==> src/rtl/alu_sequencer_pkg.sv <==
// Shared types and constants for the ALU sequencer: FSM states, branch
// condition codes and the opcode legality limit.
package alu_sequencer_pkg;

    typedef enum logic [1:0] {
        IDLE    = 2'd0,
        ISSUE   = 2'd1,
        CAPTURE = 2'd2,
        RESP    = 2'd3
    } state_t;

    localparam logic [2:0] COND_NONE = 3'd0;
    localparam logic [2:0] COND_EQ   = 3'd1;
    localparam logic [2:0] COND_NE   = 3'd2;
    localparam logic [2:0] COND_LT   = 3'd3;
    localparam logic [2:0] COND_GE   = 3'd4;

    localparam logic [3:0] OP_MAX = 4'd7;

    function automatic logic op_legal(input logic [3:0] op);
        return op <= OP_MAX;
    endfunction

endpackage

==> src/rtl/alu_sequencer_cond.sv <==
// Combinational branch-condition evaluator: turns a condition code plus the
// ALU zero/negative flags into a taken bit, and flags unknown codes.
module alu_cond_eval
    import alu_sequencer_pkg::*;
(
    input  logic [2:0] cond,
    input  logic       zero,
    input  logic       neg,
    output logic       taken,
    output logic       cond_illegal
);

    always_comb begin
        // NOTE: every output gets a default first, so no branch can leave one unassigned and infer a latch.
        taken        = 1'b0;
        cond_illegal = 1'b0;
        case (cond)
            COND_NONE: taken = 1'b0;
            COND_EQ:   taken = zero;
            COND_NE:   taken = ~zero;
            COND_LT:   taken = neg;
            COND_GE:   taken = ~neg;
            default:   cond_illegal = 1'b1;
        endcase
    end

endmodule

==> src/rtl/alu_sequencer.sv <==
// Single-outstanding ALU sequencer: accepts a request, issues it to an external
// registered ALU, captures result and branch outcome, and holds the response.
module alu_sequencer
    import alu_sequencer_pkg::*;
#(
    parameter int CNT_W = 16
) (
    input  logic             clk,
    input  logic             rst,
    input  logic             req_valid,
    output logic             req_ready,
    input  logic [3:0]       req_op,
    input  logic [31:0]      req_a,
    input  logic [31:0]      req_b,
    input  logic [2:0]       req_cond,
    output logic             alu_en,
    output logic [3:0]       alu_op,
    output logic [31:0]      alu_operand0,
    output logic [31:0]      alu_operand1,
    input  logic [31:0]      alu_res,
    input  logic             alu_zero,
    input  logic             alu_neg,
    output logic             rsp_valid,
    input  logic             rsp_ready,
    output logic [31:0]      rsp_res,
    output logic             rsp_taken,
    output logic             rsp_err,
    output logic [CNT_W-1:0] op_count
);

    state_t     state;
    state_t     next_state;
    logic [2:0] cond_q;
    logic [2:0] eval_cond;
    logic       taken;
    logic       cond_illegal;
    logic       req_legal;

    // Legality is judged on the live request in IDLE, the branch on the latched one later.
    assign eval_cond = (state == IDLE) ? req_cond : cond_q;
    assign req_legal = op_legal(req_op) && !cond_illegal;

    alu_cond_eval u_cond_eval (
        .cond         (eval_cond),
        .zero         (alu_zero),
        .neg          (alu_neg),
        .taken        (taken),
        .cond_illegal (cond_illegal)
    );

    always_ff @(posedge clk or posedge rst) begin
        if (rst) begin
            state <= IDLE;
        end else begin
            state <= next_state;
        end
    end

    always_comb begin
        next_state = state;
        req_ready  = 1'b0;
        alu_en     = 1'b0;
        rsp_valid  = 1'b0;
        case (state)
            IDLE: begin
                req_ready = 1'b1;
                if (req_valid) begin
                    next_state = req_legal ? ISSUE : RESP;
                end
            end
            ISSUE: begin
                alu_en     = 1'b1;
                next_state = CAPTURE;
            end
            CAPTURE: next_state = RESP;
            RESP: begin
                rsp_valid = 1'b1;
                if (rsp_ready) begin
                    next_state = IDLE;
                end
            end
            default: next_state = IDLE;
        endcase
    end

    always_ff @(posedge clk or posedge rst) begin
        if (rst) begin
            alu_op       <= 4'd0;
            alu_operand0 <= 32'd0;
            alu_operand1 <= 32'd0;
            cond_q       <= COND_NONE;
            rsp_res      <= 32'd0;
            rsp_taken    <= 1'b0;
            rsp_err      <= 1'b0;
            op_count     <= '0;
        end else begin
            // NOTE: non-blocking assignments so every register updates from pre-edge values.
            case (state)
                IDLE: begin
                    if (req_valid) begin
                        alu_op       <= req_op;
                        alu_operand0 <= req_a;
                        alu_operand1 <= req_b;
                        cond_q       <= req_cond;
                        if (!req_legal) begin
                            rsp_res   <= 32'd0;
                            rsp_taken <= 1'b0;
                            rsp_err   <= 1'b1;
                        end
                    end
                end
                ISSUE: op_count <= op_count + CNT_W'(1);
                CAPTURE: begin
                    // The ALU result is only valid for this one cycle after issue.
                    rsp_res   <= alu_res;
                    rsp_taken <= taken;
                    rsp_err   <= 1'b0;
                end
                default: ;
            endcase
        end
    end

endmodule

==> config.mk <==
export PLATFORM = sky130hd
export DESIGN_NAME = alu_sequencer
export DESIGN_NICKNAME = d
export VERILOG_FILES = /design/src/rtl/alu_sequencer_pkg.sv /design/src/rtl/alu_sequencer_cond.sv /design/src/rtl/alu_sequencer.sv
export SDC_FILE = /design/constraint.sdc
export NUM_CORES = 1
export LEC_CHECK = 0
export CAP_MARGIN = 20
export CORE_ASPECT_RATIO = 1.4
export CORE_MARGIN = 4
export CORE_UTILIZATION = 40
export DETAILED_ROUTE_END_ITERATION = 6
export PLACE_DENSITY_LB_ADDON = 0.3
export REMOVE_ABC_BUFFERS = 1
export SLEW_MARGIN = 20
export SYNTH_ARGS = -nofsm -noshare
export SYNTH_HDL_FRONTEND = slang
export SYNTH_SLANG_ARGS = --single-unit
export TNS_END_PERCENT = 50
==> constraint.sdc <==
create_clock -name clk -period 4.25 [get_ports clk]
set_input_delay 0.425 -clock clk [delete_from_list [all_inputs] [get_ports clk]]
set_output_delay 0.425 -clock clk [all_outputs]
set_load 0.01 [all_outputs]
Yosys cells after proc, flatten, opt, wreduce, memory -nomap -nowiden
Index checks and enable logic that the tools add are counted.
- output and inout port bits: 121
- register bits: 123
- input bits: 109
- reduce and logical (&&, ||, !) cells: 8
- add/subtract/negate cells: 1
- equality and inequality tests: 10
- bitwise operators: 2
- magnitude comparators: 1
- muxes and demuxes: 18
- operators with widths (kind ; number):
    $mux 32 ; 2
    $pmux 32 s2 ; 1
    $add 16x1->16 const B ; 1
    $pmux 2 s4 ; 1
    $mux 1 ; 7
    $eq 3x2->1 const B ; 2
    $mux 2 ; 3
    $ne 2x2->1 const B ; 3
    $reduce_or 5->1 ; 1
    $eq 2x2->1 const B ; 2
    $le 4x3->1 const B ; 1
    $pmux 1 s2 ; 2
    $pmux 1 s4 ; 1
    $reduce_and 2->1 ; 2
    $eq 3x1->1 const B ; 1
    $eq 3x3->1 const B ; 1
    $logic_not 3->1 ; 1
    $mux 3 ; 1
    $reduce_and 3->1 ; 1
    $eq 2x1->1 const B ; 1
    $logic_not 2->1 ; 1
    $not 1->1 ; 2
    $reduce_bool 2->1 ; 1
    $logic_and 1x1->1 ; 1

Depth between registers and ports, before layout
Gate-level depths: netlist (run 1).
- depth in word-level cells: 8
- mapped depth: 8
- mapped depth without buffers: 6

Hierarchy
A second synthesis (run 1) with hierarchy kept.
- cell total of the unflattened synthesis: 390
- area, all modules: 4972.3 um^2
- by module, submodules not included (module ; cells an instance ; area an instance (um^2) ; instances):
    alu_sequencer ; 382 ; 4914.7 ; 1
    alu_cond_eval ; 8 ; 57.6 ; 1

Worst setup path after synthesis (run 1)
OpenSTA, ideal clock, no wires.
- path type: flip-flop to flip-flop
- start: register state[0]
- end: register rsp_taken
- path slack: 2.435 ns
- stages on the path, launching flop included: 7
- arrival time: 1.733 ns
- path buffers: 1
- library setup time: 0.082 ns
- data required time: 4.168 ns
- cell sequence: dfrtp_1 inv_1 ha_1 buf_6 mux2_4 or4_1 a31oi_1
- word-level cells in the longest chain between the ends: 7
- ends and longest elaborated chain (what ; RTL line ; RTL):
    from (decl) ; alu_sequencer.sv:31 ; state_t state;
    from (signal assigned) ; alu_sequencer.sv:55 ; state <= next_state;
    $logic_not 2->1 ; alu_sequencer.sv:40, alu_sequencer.sv:98 ;
    $mux 3 ; alu_sequencer.sv:40 ; assign eval_cond = (state == IDLE) ? req_cond : cond_q;
    $eq 3x1->1, or another cell as far along ; alu_sequencer_cond.sv:17 ; case (cond)
    $reduce_or 5->1 (no source line) ; n/a ;
    $logic_and 1x1->1 ; alu_sequencer.sv:41 ; assign req_legal = op_legal(req_op) && !cond_illegal;
    $ne 2x2->1 (no source line) ; n/a ;
    $reduce_and 3->1 (no source line) ; n/a ;
    to (signal assigned) ; alu_sequencer.sv:116 ; rsp_taken <= taken;
    to (decl) ; alu_sequencer.sv:26 ; output logic rsp_taken,
Several ways; a longest one is shown, not always the timed one.
A chain may end at the register's enable or synchronous reset.

Final worst setup path (run 1)
- start: register state[1]
- end: output req_ready
- word-level cells in the longest chain between the ends: 2
- ends and longest elaborated chain (what ; RTL line ; RTL):
    $logic_not 2->1 ; alu_sequencer.sv:64 ; case (state)
    $mux 1 ; alu_sequencer.sv:64 ;
    to (decl) ; alu_sequencer.sv:11 ; output logic req_ready,
No other way between the ends.

==> results of run 1 <==
[critical path, stage by stage (launching register included)]
cell             delay (ns)
dfrtp_1                0.41
inv_1                  0.11
ha_1                   0.63
clkdlybuf4s50_1        0.69
[synth_stat cells]
cell type,count,area (µm²)
o21ai_0,4,20.0
nand3_1,4,20.0
or4_1,1,7.51
mux2i_1,33,330
clkbuf_1,6,22.5
a211oi_1,1,7.51
xnor2_1,11,96.3
buf_4,3,22.5
nor2b_1,2,12.5
o2111ai_1,1,8.76
xor2_1,4,35.0
o21ai_2,1,8.76
a21o_1,1,7.51
nor2_1,7,26.3
buf_6,1,11.3
nand2_1,38,143
a32oi_1,1,8.76
nor3_1,2,10.0
dfrtp_1,123,3080
buf_2,8,40.0
inv_1,40,150
mux2_4,1,15.0
a31oi_1,1,6.26
ha_1,5,62.6
and4_1,2,17.5
and2_1,1,6.26
and3_1,3,18.8
nand4_1,6,37.5
mux2_2,72,811
o211ai_1,1,7.51
o32a_1,1,10.0
a21oi_1,4,20.0
[routing by layer]
metal  wire length (µm)  vias to the layer above  part of all wire
met4                376                        0             0.028
met2               7340                      133              0.55
met3                994                       25             0.075
met5                  0                        -                 0
met1               4630                     1853              0.35
li1                   -                     1764                 -
[power groups by stage]
| stage | Sequential, mW | Combinational (mW) | Clock (mW) |
|---|---|---|---|
| 6_report | 1.99 | 2.62 | 1.52 |
| 5_1_grt | 2.05 | 2.81 | 1.62 |
| 4_1_cts | 1.99 | 2.67 | 1.56 |
| 3_5_place_dp | 2.00 | 2.65 | 0 |
| 3_3_place_gp | 1.97 | 2.58 | 0 |
| 2_1_floorplan | 2.21 | 1.03 | 0 |
[cells by family after synthesis]
group	count (synthesis)	share of synthesized area
buf+inv	58	0.0485
mux	106	0.228
compound gates	16	0.0207
xor+xnor	15	0.0259
fa+ha+maj	5	0.0123
simple gates	66	0.0589
flops	123	0.606
[sequential cells by signal (all words and copies together), names as in the netlist]
signal / count
alu_op: 4
alu_operand0: 32
alu_operand1: 32
cond_q: 3
op_count: 16
rsp_err: 1
rsp_res: 32
rsp_taken: 1
state: 2
[worst min-delay path by stage]
stage / end / slack, ns / depth (start not counted)
global placement: op_count[15]$_DFFE_PP0P_ / 0.46 / 1
detailed placement: op_count[15]$_DFFE_PP0P_ / 0.47 / 1
CTS: alu_operand0[4]$_DFFE_PP0P_ / 0.43 / 2
floorplan: cond_q[0]$_DFFE_PP0P_ / 0.49 / 2
global route: alu_operand0[4]$_DFFE_PP0P_ / 0.46 / 2
finish: alu_operand0[4]$_DFFE_PP0P_ / 0.41 / 2
[area by class of cell]
| type | count | area [µm²] | area share |
|---|---|---|---|
| tap | 150 | 188 | 0.0230 |
| multi-input combinational | 208 | 1770 | 0.217 |
| clock buffer | 23 | 488 | 0.0599 |
| inverter | 40 | 153 | 0.0187 |
| clock inverter | 7 | 138 | 0.0169 |
| timing repair buffer | 234 | 2330 | 0.286 |
| sequential | 123 | 3080 | 0.378 |
==> metrics.yaml, run 1 <==
min_path:
  hold_path.class: "primary input to async pin"
drt:
  first_iter_violations: 56
  wl_per_cell_um: 17.0
  vias_per_cell: 4.81
  drt_pre_antenna_iters: 4
  ant_nets: 0
  wirelength_um: 13300
  drcViolationCount: 0
  vias: 3775
power:
  seq_power_share: 0.324
  pwr-share-clk: 0.248
  pwr-share-comb: 0.428
  power.switching_mw: 1.86
  swShare: 0.304
  p_leak_nw: 3.52
  p_per_area_nw_per_um2: 752
  finalPower_mw: 6.12
  internal_power_mw: 4.26
  peakVddDrop_uv: 385
timing:
  hold_violations: 0
  rsz0062_at_grt: "no"
  finalSetupTns_ns: 0
  fin_hold_ws_ns: 0.412
  period_needed_ns: 2.67
  setup_ws_ns: 1.58
  period_share: 0.628
  worstMarginPinSlew_ns: 0.897
  fmax_mhz: 374
  slew_violations: 0
  max-slew-margin-rel: 0.402
  final.setup_skew_ns: 0.00490
  finalSetupViolCount: 0
worst_setup_path:
  r2r_end: "rsp_res[4]$_DFFE_PP0P_"
  critPathCapture: "req_ready"
  required_ns: 3.83
  cp.arrival_ns: 2.25
  cp-startpoint: "state[1]$_DFFE_PP0P_"
  reg2reg_slack_ns: 1.88
  worst-setup-path-type: "flop to output pin"
  reg2reg_depth: 7
  worst-path-max-fanout: 17
  crit_path_end_kind: "output pin"
  reg2reg_from: "state[1]$_DFFE_PP0P_"
  crit_path_start_kind: "flop"
logic_synthesis:
  syn_inst: 389
  ys_types: 32
  synth_warnings: 0
  post_synth.cell_area_avg_um2: 13.1
  synth.yosys.seq_area_share: 0.606
  syn_area_um2: 5080
  ys_ff_latch: 123
final_layout:
  fill_cells: 957
  nNetsFinal: 738
  area_growth_pct: 60.3
  final_area_um2: 8140
  num_antenna_cells: 0
  drive_gt1_frac: 0.172
  final_common_cell: "clkdlybuf4s50_1"
  postLayoutCoreUtil: 0.658
  fin_cells: 785
  final_cell_mix: "clkdlybuf4s50_1 (229), dfrtp_1 (123), mux2_2 (72)"
clock_tree:
  numClockSinks: 123
  cts_setup_buffers: 0
  cts_resized: 0
  clk_pin_slew_worst_paths_ns: 0.05
  clock-root-buffer: "clkbuf_16"
  cts_tree: "yes"
  cts_buffers: 17
  clock_latency_ns: 0.40
  htreeDepth: 4
  clockBufferDepth: 2
  holdBufCountCts: 0
global_route:
  grt_use_met3: 0.0620
  antenna_found_initial: 0
  met1_usage: 0.192
  grtUsageTotal: 0.187
  overflow: 0
  busiest_layer: "met2"
  grt_pass1_wl_um: 20900
  grt_pass1_vias: 4107
  grt_max_degree: 75
  grt_util_met2: 0.335
die:
  core_um2: 12400
  ios: 230
  die_y_um: 141
  rows: 48
  start_util: 0.410
  dieArea_um2: 14600
  fp.dieW_um: 103
placed_design:
  dp_hpwl_um: 9980
  io_buffers: 229
  place_ws_ns: 1.87
  dp_cells: 755
  gp_congestion: 0.736
  place_area_um2: 7520
run_status:
  outcome: "finished clean"
run:
  maxCapViolCount: 0
Note: power is estimated with default switching activity, not from simulation.
==> inputs of run 2 (changes only) <==
CORE_UTILIZATION = 38   (was 40)
clock period = 2.26 ns   (was 4.25 ns; I/O delays follow)
==> metrics.yaml, run 2 (synthesized netlist as in run 1, its figures left out) <==
clock_tree:
  clock-root-buffer: "clkbuf_16"  # unchanged
  holdBufCountCts: 0  # unchanged
  cts_tree: "yes"  # unchanged
  clk_pin_slew_worst_paths_ns: 0.06  # was 0.05 ns
  clockBufferDepth: 2  # unchanged
  cts_setup_buffers: 0  # unchanged
  cts_buffers: 17  # unchanged
  htreeDepth: 4  # unchanged
  numClockSinks: 123  # unchanged
  clock_latency_ns: 0.41  # was 0.40 ns
  cts_resized: 1  # was 0
drt:
  drcViolationCount: 0  # unchanged
  wirelength_um: 13400  # was 13,300 µm
  first_iter_violations: 59  # was 56
  ant_nets: 0  # unchanged
  wl_per_cell_um: 16.3  # was 17.0 µm
  vias_per_cell: 4.64  # was 4.81
  drt_pre_antenna_iters: 4  # unchanged
  vias: 3797  # was 3,775
global_route:
  antenna_found_initial: 0  # unchanged
  grt_pass1_wl_um: 21500  # was 20,900 µm
  met1_usage: 0.191  # was 0.192
  busiest_layer: "met2"  # unchanged
  grt_max_degree: 57  # was 75
  overflow: 0  # unchanged
  grt_util_met2: 0.323  # was 0.335
  grt_use_met3: 0.0639  # was 0.0620
  grtUsageTotal: 0.180  # was 0.187
  grt_pass1_vias: 4219  # was 4,107
timing:
  finalSetupViolCount: 0  # unchanged
  max-slew-margin-rel: 0.618  # was 0.402
  final.setup_skew_ns: 0.00803  # was 0.00490 ns
  period_needed_ns: 2.10
  setup_ws_ns: 0.157  # was 1.58 ns
  fmax_mhz: 475
  rsz0062_at_grt: "no"  # unchanged
  worstMarginPinSlew_ns: 0.570  # was 0.897 ns
  period_share: 0.931
  slew_violations: 0  # unchanged
  hold_violations: 0  # unchanged
  fin_hold_ws_ns: 0.184  # was 0.412 ns
placed_design:
  gp_congestion: 0.744  # was 0.736
  place_ws_ns: 0.118  # was 1.87 ns
  io_buffers: 229  # unchanged
  dp_hpwl_um: 10000  # was 9980 µm
die:
  ios: 230  # unchanged
  rows: 49  # was 48
  start_util: 0.391  # was 0.410
  dieArea_um2: 15300  # was 14,600 µm²
  die_y_um: 145  # was 141 µm
  fp.dieW_um: 106  # was 103 µm
  core_um2: 13000  # was 12,400 µm²
power:
  p_per_area_nw_per_um2: 1400  # was 752 nW/µm²
  finalPower_mw: 11.6  # was 6.12 mW
  peakVddDrop_uv: 805  # was 385 µV
  p_leak_nw: 3.54  # was 3.52 nW
worst_setup_path:
  crit_family: "buffers and inverters"  # unchanged
  worst-setup-path-type: "flop to output pin"  # unchanged
  reg2reg_from: "state[0]$_DFFE_PP0P_"  # was state[1]$_DFFE_PP0P_
  r2r_end: "rsp_res[19]$_DFFE_PP0P_"  # was rsp_res[4]$_DFFE_PP0P_
  cpPeakStageDelay_ns: 0.63  # was 0.69 ns
  reg2reg_depth: 6  # was 7
  crit_path_cell_trace: "inv_1 -> ha_2 -> clkdlybuf4s50_1"  # was inv_1 -> ha_1 -> clkdlybuf4s50_1
  crit_path_end_kind: "output pin"  # unchanged
  worst-path-max-fanout: 10  # was 17
  critPathBufInv: 2  # unchanged
  crit_path_start_kind: "flop"  # unchanged
  cp-startpoint: "state[0]$_DFFE_PP0P_"  # was state[1]$_DFFE_PP0P_
  reg2reg_slack_ns: 0.27  # was 1.88 ns
  critPathCapture: "req_ready"  # unchanged
  required_ns: 2.03  # was 3.83 ns
  worstSetupPathDepth: 3  # unchanged
  crit_slowest_cell: "clkdlybuf4s50_1"  # unchanged
  cp.arrival_ns: 1.88  # was 2.25 ns
final_layout:
  num_antenna_cells: 0  # unchanged
  final_cell_mix: "clkdlybuf4s50_1 (229), dfrtp_1 (123), mux2_2 (72)"  # unchanged
  area_growth_pct: 62.6  # was 60.3%
  drive_gt1_frac: 0.183  # was 0.172
  nNetsFinal: 741  # was 738
  final_common_cell: "clkdlybuf4s50_1"  # unchanged
  postLayoutCoreUtil: 0.635  # was 0.658
  reg.largest.list: "alu_operand0 x32, alu_operand1 x32, rsp_res x32"  # unchanged
min_path:
  hold_path.class: "primary input to async pin"  # unchanged
run:
  maxCapViolCount: 0  # unchanged
run_status:
  outcome: "finished clean"  # unchanged
run 2: cell types whose count changed in the layout (fill, tap and decap cells not counted), moves of 2 or more:
cell        delta
clkbuf_1       -2
buf_12         +4
clkinv_2       -2
inv_6          +2
clkinvlp_4     +4
clkinv_4       +2
run 2: per-stage QoR:
| step | instances | cell area (µm²) | TNS, ns |
|---|---|---|---|
| after global placement | 786 | 7620 | 0 |
| after detailed placement | 786 | 7620 | 0 |
| after global routing | 818 | 8260 | 0 |
| after floorplan | 371 | 4980 | -266.69 |
| after CTS | 818 | 8260 | 0 |
| final | 818 | 8260 | 0 |
run 2: worst min-delay path by stage:
| stage | endpoint | slack, ns | startpoint |
|---|---|---|---|
| global placement | op_count[15]$_DFFE_PP0P_ | 0.46 | op_count[15]$_DFFE_PP0P_ |
| floorplan | rsp_res[0]$_DFFE_PP0P_ | 0.37 | alu_res[0] |
| detailed placement | alu_op[3]$_DFFE_PP0P_ | 0.47 | alu_op[3]$_DFFE_PP0P_ |
| global route | alu_operand0[3]$_DFFE_PP0P_ | 0.22 | rst |
| CTS | alu_operand1[1]$_DFFE_PP0P_ | 0.19 | rst |
| finish | alu_operand0[3]$_DFFE_PP0P_ | 0.18 | rst |
run 2: layout make-up:
type,count,area [µm²]
clock inverter,12,163
fill,1041,4740
timing repair buffer,237,2400
tap,178,223
inverter,40,153
sequential,123,3080
clock buffer,20,467
multi-input combinational,208,1770
run 2: report_power, final:
part           switching, mW  leakage (nW)  internal (mW)
Clock                   1.01         0.291           1.83
Sequential             0.542          1.53           3.19
Combinational           2.03          1.71           2.95
Total                   3.58          3.54           7.98
run 2: layer usage:
metal	vias up	routed length [µm]	part of all wire
met1	1855	4880	0.37
met2	147	7240	0.54
li1	1778	-	-
met4	0	265	0.020
met3	17	965	0.072
met5	-	0	0
